`config.mk`:
```
export PLATFORM = sky130hd
export DESIGN_NAME = mem_arbiter
export DESIGN_NICKNAME = d
export VERILOG_FILES = /design/src/rtl/system_widths_pkg.sv /design/src/rtl/rr_pick.sv /design/src/rtl/mem_arbiter.sv
export SDC_FILE = /design/constraint.sdc
export NUM_CORES = 1
export LEC_CHECK = 0
export ABC_AREA = 1
export CORE_MARGIN = 3
export CORE_UTILIZATION = 42
export DETAILED_ROUTE_END_ITERATION = 7
export GPL_ROUTABILITY_DRIVEN = 1
export PLACE_DENSITY_LB_ADDON = 0.2
export SETUP_SLACK_MARGIN = 0.02
export SLEW_MARGIN = 15
export SYNTH_ARGS = -nofsm -noshare
export SYNTH_HDL_FRONTEND = slang
export SYNTH_SLANG_ARGS = --single-unit
```
`constraint.sdc`:
```
create_clock -name clk -period 1.76 [get_ports clk]
set_input_delay 0.44 -clock clk [delete_from_list [all_inputs] [get_ports clk]]
set_output_delay 0.44 -clock clk [all_outputs]
set_load 0.02 [all_outputs]
```
`src/rtl/system_widths_pkg.sv`:
```
// Shared widths, arbiter state encoding and index-width helper for mem_arbiter.
package system_widths_pkg;

    localparam int unsigned ADDR_W = 16;
    localparam int unsigned DATA_W = 8;

    typedef enum logic [1:0] {
        IDLE,
        ISSUE,
        WAIT,
        RESP
    } arb_state_t;

    // A single-core build still needs a 1-bit index to keep vectors legal.
    function automatic int unsigned idx_width(input int unsigned n);
        return (n > 1) ? $clog2(n) : 1;
    endfunction

endpackage

```
`src/rtl/rr_pick.sv`:
```
// Combinational round-robin picker: first requesting core at or after ptr, wrapping.
module rr_pick
    import system_widths_pkg::*;
#(
    parameter int unsigned N     = 3,
    parameter int unsigned IDX_W = idx_width(N)
) (
    input  logic [N-1:0]     req_i,
    input  logic [IDX_W-1:0] ptr_i,
    output logic [IDX_W-1:0] grant_idx_o,
    output logic             any_req_o
);

    always_comb begin
        grant_idx_o = '0;
        any_req_o   = 1'b0;
        // Upper segment [ptr..N-1] first, then the wrapped segment [0..ptr-1].
        for (int unsigned i = 0; i < N; i++) begin
            if (!any_req_o && req_i[i] && (IDX_W'(i) >= ptr_i)) begin
                any_req_o   = 1'b1;
                grant_idx_o = IDX_W'(i);
            end
        end
        for (int unsigned i = 0; i < N; i++) begin
            if (!any_req_o && req_i[i]) begin
                any_req_o   = 1'b1;
                grant_idx_o = IDX_W'(i);
            end
        end
    end

endmodule

```
`src/rtl/mem_arbiter.sv`:
```
// Round-robin arbiter of N core request ports onto one fixed-latency memory port.
// Optional per-core grant counters are enabled by defining ARB_STATS_EN.
module mem_arbiter
    import system_widths_pkg::*;
#(
    parameter int unsigned N       = 3,
    parameter int unsigned ADDR_W  = system_widths_pkg::ADDR_W,
    parameter int unsigned DATA_W  = system_widths_pkg::DATA_W,
    parameter int unsigned MEM_LAT = 2
) (
    input  logic                  clk,
    input  logic                  reset,
    input  logic [N-1:0]          req,
    input  logic [N-1:0]          we,
    input  logic [N*ADDR_W-1:0]   addr,
    input  logic [N*DATA_W-1:0]   wdata,
    output logic [N-1:0]          ready,
    output logic [DATA_W-1:0]     rdata,
    output logic                  mem_en,
    output logic                  mem_we,
    output logic [ADDR_W-1:0]     mem_addr,
    output logic [DATA_W-1:0]     mem_wdata,
`ifdef ARB_STATS_EN
    output logic [N*16-1:0]       grant_cnt,
`endif
    input  logic [DATA_W-1:0]     mem_rdata
);

    localparam int unsigned IDX_W = idx_width(N);
    localparam int unsigned LAT_W = $clog2(MEM_LAT + 1);

    arb_state_t         state_q, state_d;
    logic [IDX_W-1:0]   ptr_q, ptr_d;
    logic [IDX_W-1:0]   idx_q, idx_d;
    logic               we_q, we_d;
    logic [ADDR_W-1:0]  addr_q, addr_d;
    logic [DATA_W-1:0]  wdata_q, wdata_d;
    logic [DATA_W-1:0]  rdata_q, rdata_d;
    logic [LAT_W-1:0]   lat_q, lat_d;

    logic [IDX_W-1:0]   grant_idx;
    logic               any_req;

    rr_pick #(
        .N     (N),
        .IDX_W (IDX_W)
    ) u_pick (
        .req_i       (req),
        .ptr_i       (ptr_q),
        .grant_idx_o (grant_idx),
        .any_req_o   (any_req)
    );

    always_ff @(posedge clk or posedge reset) begin
        if (reset) begin
            state_q <= IDLE;
            ptr_q   <= '0;
            idx_q   <= '0;
            we_q    <= 1'b0;
            addr_q  <= '0;
            wdata_q <= '0;
            rdata_q <= '0;
            lat_q   <= '0;
        end else begin
            state_q <= state_d;
            ptr_q   <= ptr_d;
            idx_q   <= idx_d;
            we_q    <= we_d;
            addr_q  <= addr_d;
            wdata_q <= wdata_d;
            rdata_q <= rdata_d;
            lat_q   <= lat_d;
        end
    end

    always_comb begin
        state_d = state_q;
        ptr_d   = ptr_q;
        idx_d   = idx_q;
        we_d    = we_q;
        addr_d  = addr_q;
        wdata_d = wdata_q;
        rdata_d = rdata_q;
        lat_d   = lat_q;
        unique case (state_q)
            IDLE: begin
                if (any_req) begin
                    idx_d   = grant_idx;
                    state_d = ISSUE;
                    for (int unsigned i = 0; i < N; i++) begin
                        if (IDX_W'(i) == grant_idx) begin
                            we_d    = we[i];
                            addr_d  = addr[i*ADDR_W +: ADDR_W];
                            wdata_d = wdata[i*DATA_W +: DATA_W];
                        end
                    end
                end
            end
            ISSUE: begin
                lat_d   = LAT_W'(MEM_LAT);
                state_d = WAIT;
            end
            WAIT: begin
                // The last WAIT cycle is exactly MEM_LAT cycles after mem_en.
                if (lat_q == LAT_W'(1)) begin
                    rdata_d = mem_rdata;
                    state_d = RESP;
                end else begin
                    lat_d = lat_q - LAT_W'(1);
                end
            end
            RESP: begin
                ptr_d   = (idx_q == IDX_W'(N - 1)) ? '0 : idx_q + IDX_W'(1);
                state_d = IDLE;
            end
            default: state_d = IDLE;
        endcase
    end

    always_comb begin
        mem_en    = (state_q == ISSUE);
        mem_we    = mem_en & we_q;
        mem_addr  = mem_en ? addr_q  : '0;
        mem_wdata = mem_en ? wdata_q : '0;
        rdata     = rdata_q;
        ready     = '0;
        for (int unsigned i = 0; i < N; i++) begin
            if ((state_q == RESP) && (IDX_W'(i) == idx_q)) begin
                ready[i] = 1'b1;
            end
        end
    end

`ifdef ARB_STATS_EN
    logic [15:0] cnt_q [N];

    always_ff @(posedge clk or posedge reset) begin
        if (reset) begin
            for (int unsigned i = 0; i < N; i++) begin
                cnt_q[i] <= '0;
            end
        end else begin
            for (int unsigned i = 0; i < N; i++) begin
                if (ready[i] && (cnt_q[i] != 16'hFFFF)) begin
                    cnt_q[i] <= cnt_q[i] + 16'd1;
                end
            end
        end
    end

    always_comb begin
        grant_cnt = '0;
        for (int unsigned i = 0; i < N; i++) begin
            grant_cnt[i*16 +: 16] = cnt_q[i];
        end
    end
`endif

endmodule

```
==> reports/qor.txt <==
Status = finished with violations
Failing checks = negative setup slack
Syn Std Cell Area = 2680 um2
CP endpoint kind = primary output
Area delta synth->final = 70.1%
Dpl cells = 597
Antenna viol nets, final = 0
Worst setup path startpoint = state_q[0]
Part of the Yosys area used for sequential elements = 38.4%
Synth Area in Compound Gates = 6.08%
Non-filler cells, final = 615
Final worst-path cycle share = 103%
Measured slew at the worst slew-check pin = 0.274 ns
# DRC = 0
P_sw = 2.91 mW
CTS root buffer = clkbuf_8
Core area = 6060 um2
WS Path Type = reg -> out
Synth top area share = 38.4%
Worst hold margin = 0.474 ns
Fraction of the mapped netlist area in simple logic gates = 34.0%
# diodes = 0
Final RePlAce weighted congestion = 0.883
Required time worst endpoint = 1.32 ns
Hold Path Class = in -> async
HPWL after detailed placement = 6120 um
Port bufs = 124
Drt wl/cell = 13.8 um
Post-synth top cells = 142 x nand2_1, 70 x inv_1, 52 x nand3_1
Clk network pwr share = 13.1%
Crit path DAT = 1.38 ns
Max cap viols = 0
Final min period = 1.82 ns
Final slew viol count = 0
Setup Skew = 0.00638 ns
Number of cell rows = 28
Reg clk slew, reported paths = 0.08 ns
Top-Level Pins = 125
DR iter-0 viols = 140
Number of CTS-inserted buffers = 5
Synth area leaders = dfrtp_1 38%, nand2_1 20%, inv_1 9.8%
Tot GR Track Use = 22.7%
Reg2Reg Setup Slack = 0.12 ns
CP Max Fanout = 11
Leak Pwr = 2.48 nW
Worst-skew pair later-pin latency = 0.30 ns
RR Endpoint = addr_q[0]
RR Startpoint = ptr_q[1]
Number of global-route vias before repair = 2881
Setup TNS = -0.873 ns
Vias per inst = 4.90
Setup ws final = -0.0593 ns
CP max-delay cell = dfrtp_2
Ratio of cells with drive above 1 in the final layout = 23.5%
Avg Inst Size Synth = 6.77 um2
CP Capture Point = mem_wdata[5]
Top_reg_cell synth = dfrtp_1
Die Y = 85.8 um
Htree depth = 2
Most instantiated library cell after synthesis = nand2_1
Yosys cell types = 24
Clk buf depth = 2
Internal = 4.03 mW
Net Sw Frac = 41.9%
DR vias = 3013
First-pass GRT wire length = 13300 um
Initial antenna violation count = 0
Chip Width = 85.8 um
Final hold viol count = 0
Max-slew headroom = 81.7%
RSZ-0062 raised after global routing = yes
Max VDD drop = 0.819 mV
Clk sinks = 41
Hold-fix buffer count after cts = 0
Comb power frac = 61.9%
Grt ovf = 0
Fin nets = 633
CTS tree = done
FF-to-FF path depth = 10
Crit-path cells = ha_4 > buf_12 > nand2_1 > inv_2 > buf_6
Cells after Synth = 395
Cell Pwr Density = 1530 nW/um2
Post-Synthesis Net Count = 489
Slowest stage delay, CP = 0.46 ns
Startpoint type of the worst setup path = flop
Largest family of logic cells by synthesized area = simple AND/OR/NAND/NOR gates
Pre-antenna DRT Iters = 4
Seq cells post-synth = 41
Starting Density = 44.1%
Post-synthesis mux area share = 3.37%
Die ar. = 7360 um2
Post-synth EDFFs = 0
Max Clk Rate = 0.550 GHz
Seq pwr share = 25.0%
Final setup fails = 27
Largest net degree at the start of global routing = 35
Synthesis Warnings = 0
Ys async rst share = 100%
Yosys top cell by area = dfrtp_1
Adder-Cell Fraction of Synth Area = 2.81%
Post-synthesis xor/xnor area fraction = 0%
Detailed Route WL = 8460 um
[stage by stage]
step | instance area, um2 | power [mW] | util, % | setup WS, ns
CTS | 4230 | 6.33 | 69.8 | -0.0351
global route | 4550 | 7.48 | 75.1 | -0.125
floorplan | 2680 | 3.88 | - | 0.0208
finish | 4550 | 6.94 | 75.1 | -0.0593
detailed placement | 4100 | 5.37 | 67.7 | -0.292
global placement | 4100 | 5.25 | 67.7 | -0.255
[power by group through the flow]
stage,registers (mW),logic (mW),clock network [mW]
2_1_floorplan,1.75,2.12,0
3_3_place_gp,1.66,3.58,0
5_1_grt,1.80,4.73,0.957
6_report,1.73,4.30,0.909
4_1_cts,1.68,3.73,0.915
3_5_place_dp,1.68,3.68,0
[critical path, delay by kind of cell (launching register included)]
kind / cells / cell delay, ns
adders and majority gates: 1 / 0.21
buffers and inverters: 3 / 0.31
DFF: 1 / 0.46
and+or+nand+nor: 1 / 0.09
[how the worst min path moves through the flow]
stage                 endpoint       start  cells past startpoint
global placement    wdata_q[1]  wdata_q[1]                      2
global route          rdata[6]       reset                      3
finish               addr_q[4]       reset                      3
CTS                  addr_q[4]       reset                      3
floorplan            addr_q[0]   addr_q[0]                      2
detailed placement   addr_q[9]   addr_q[9]                      2
[per-layer routing]
metal  up-vias  routed length [um]  global-route usage (%)
met5         -                   0                       0
met4         0                 203                    6.04
met3        21                 693                    5.57
met2       127                4260                    39.1
met1      1382                3310                    28.3
li1       1483                   -                       -
[cell type report]
type	count	area, um2
Multi-Input combinational cell	259	1350
Inverter	76	298
Sequential cell	41	1030
Clock inverter	3	65.1
Fill cell	486	1510
Timing Repair Buffer	156	1640
Tap cell	75	93.8
Clock buffer	5	68.8
[registers in the layout, summed over array words and instances, names as in the netlist]
name,flops
addr_q,16
rdata,8
state_q,2
idx_q,2
ptr_q,2
lat_q,2
we_q,1
wdata_q,8
[cell families after synthesis]
family                   after synthesis
adder cells (fa/ha/maj)                6
AO/OA/AOI/OAI                         28
flip-flops                            41
buffers and inverters                 95
multiplexers                           8
AND/OR/NAND/NOR                      217
[timing repair]
| item | CTS | global route |
|---|---|---|
| pin swaps | 2 | 10 |
| gates cloned | 0 | 3 |
| gates resized for setup | 155 | 74 |
| setup endpoints to repair | 30 | 55 |
| setup buffers | 2 | 5 |
[placed cells by master, fill, tap and decap left out, drive strengths merged, types with 8 or more instances in the layout]
master         count
a21oi             19
buf               58
clkbuf             8
clkdlybuf4s50     92
dfrtp             41
inv               70
mux2               8
nand2            146
nand3             54
nor2              16
No activity file was read; power rests on OpenSTA's default activity.
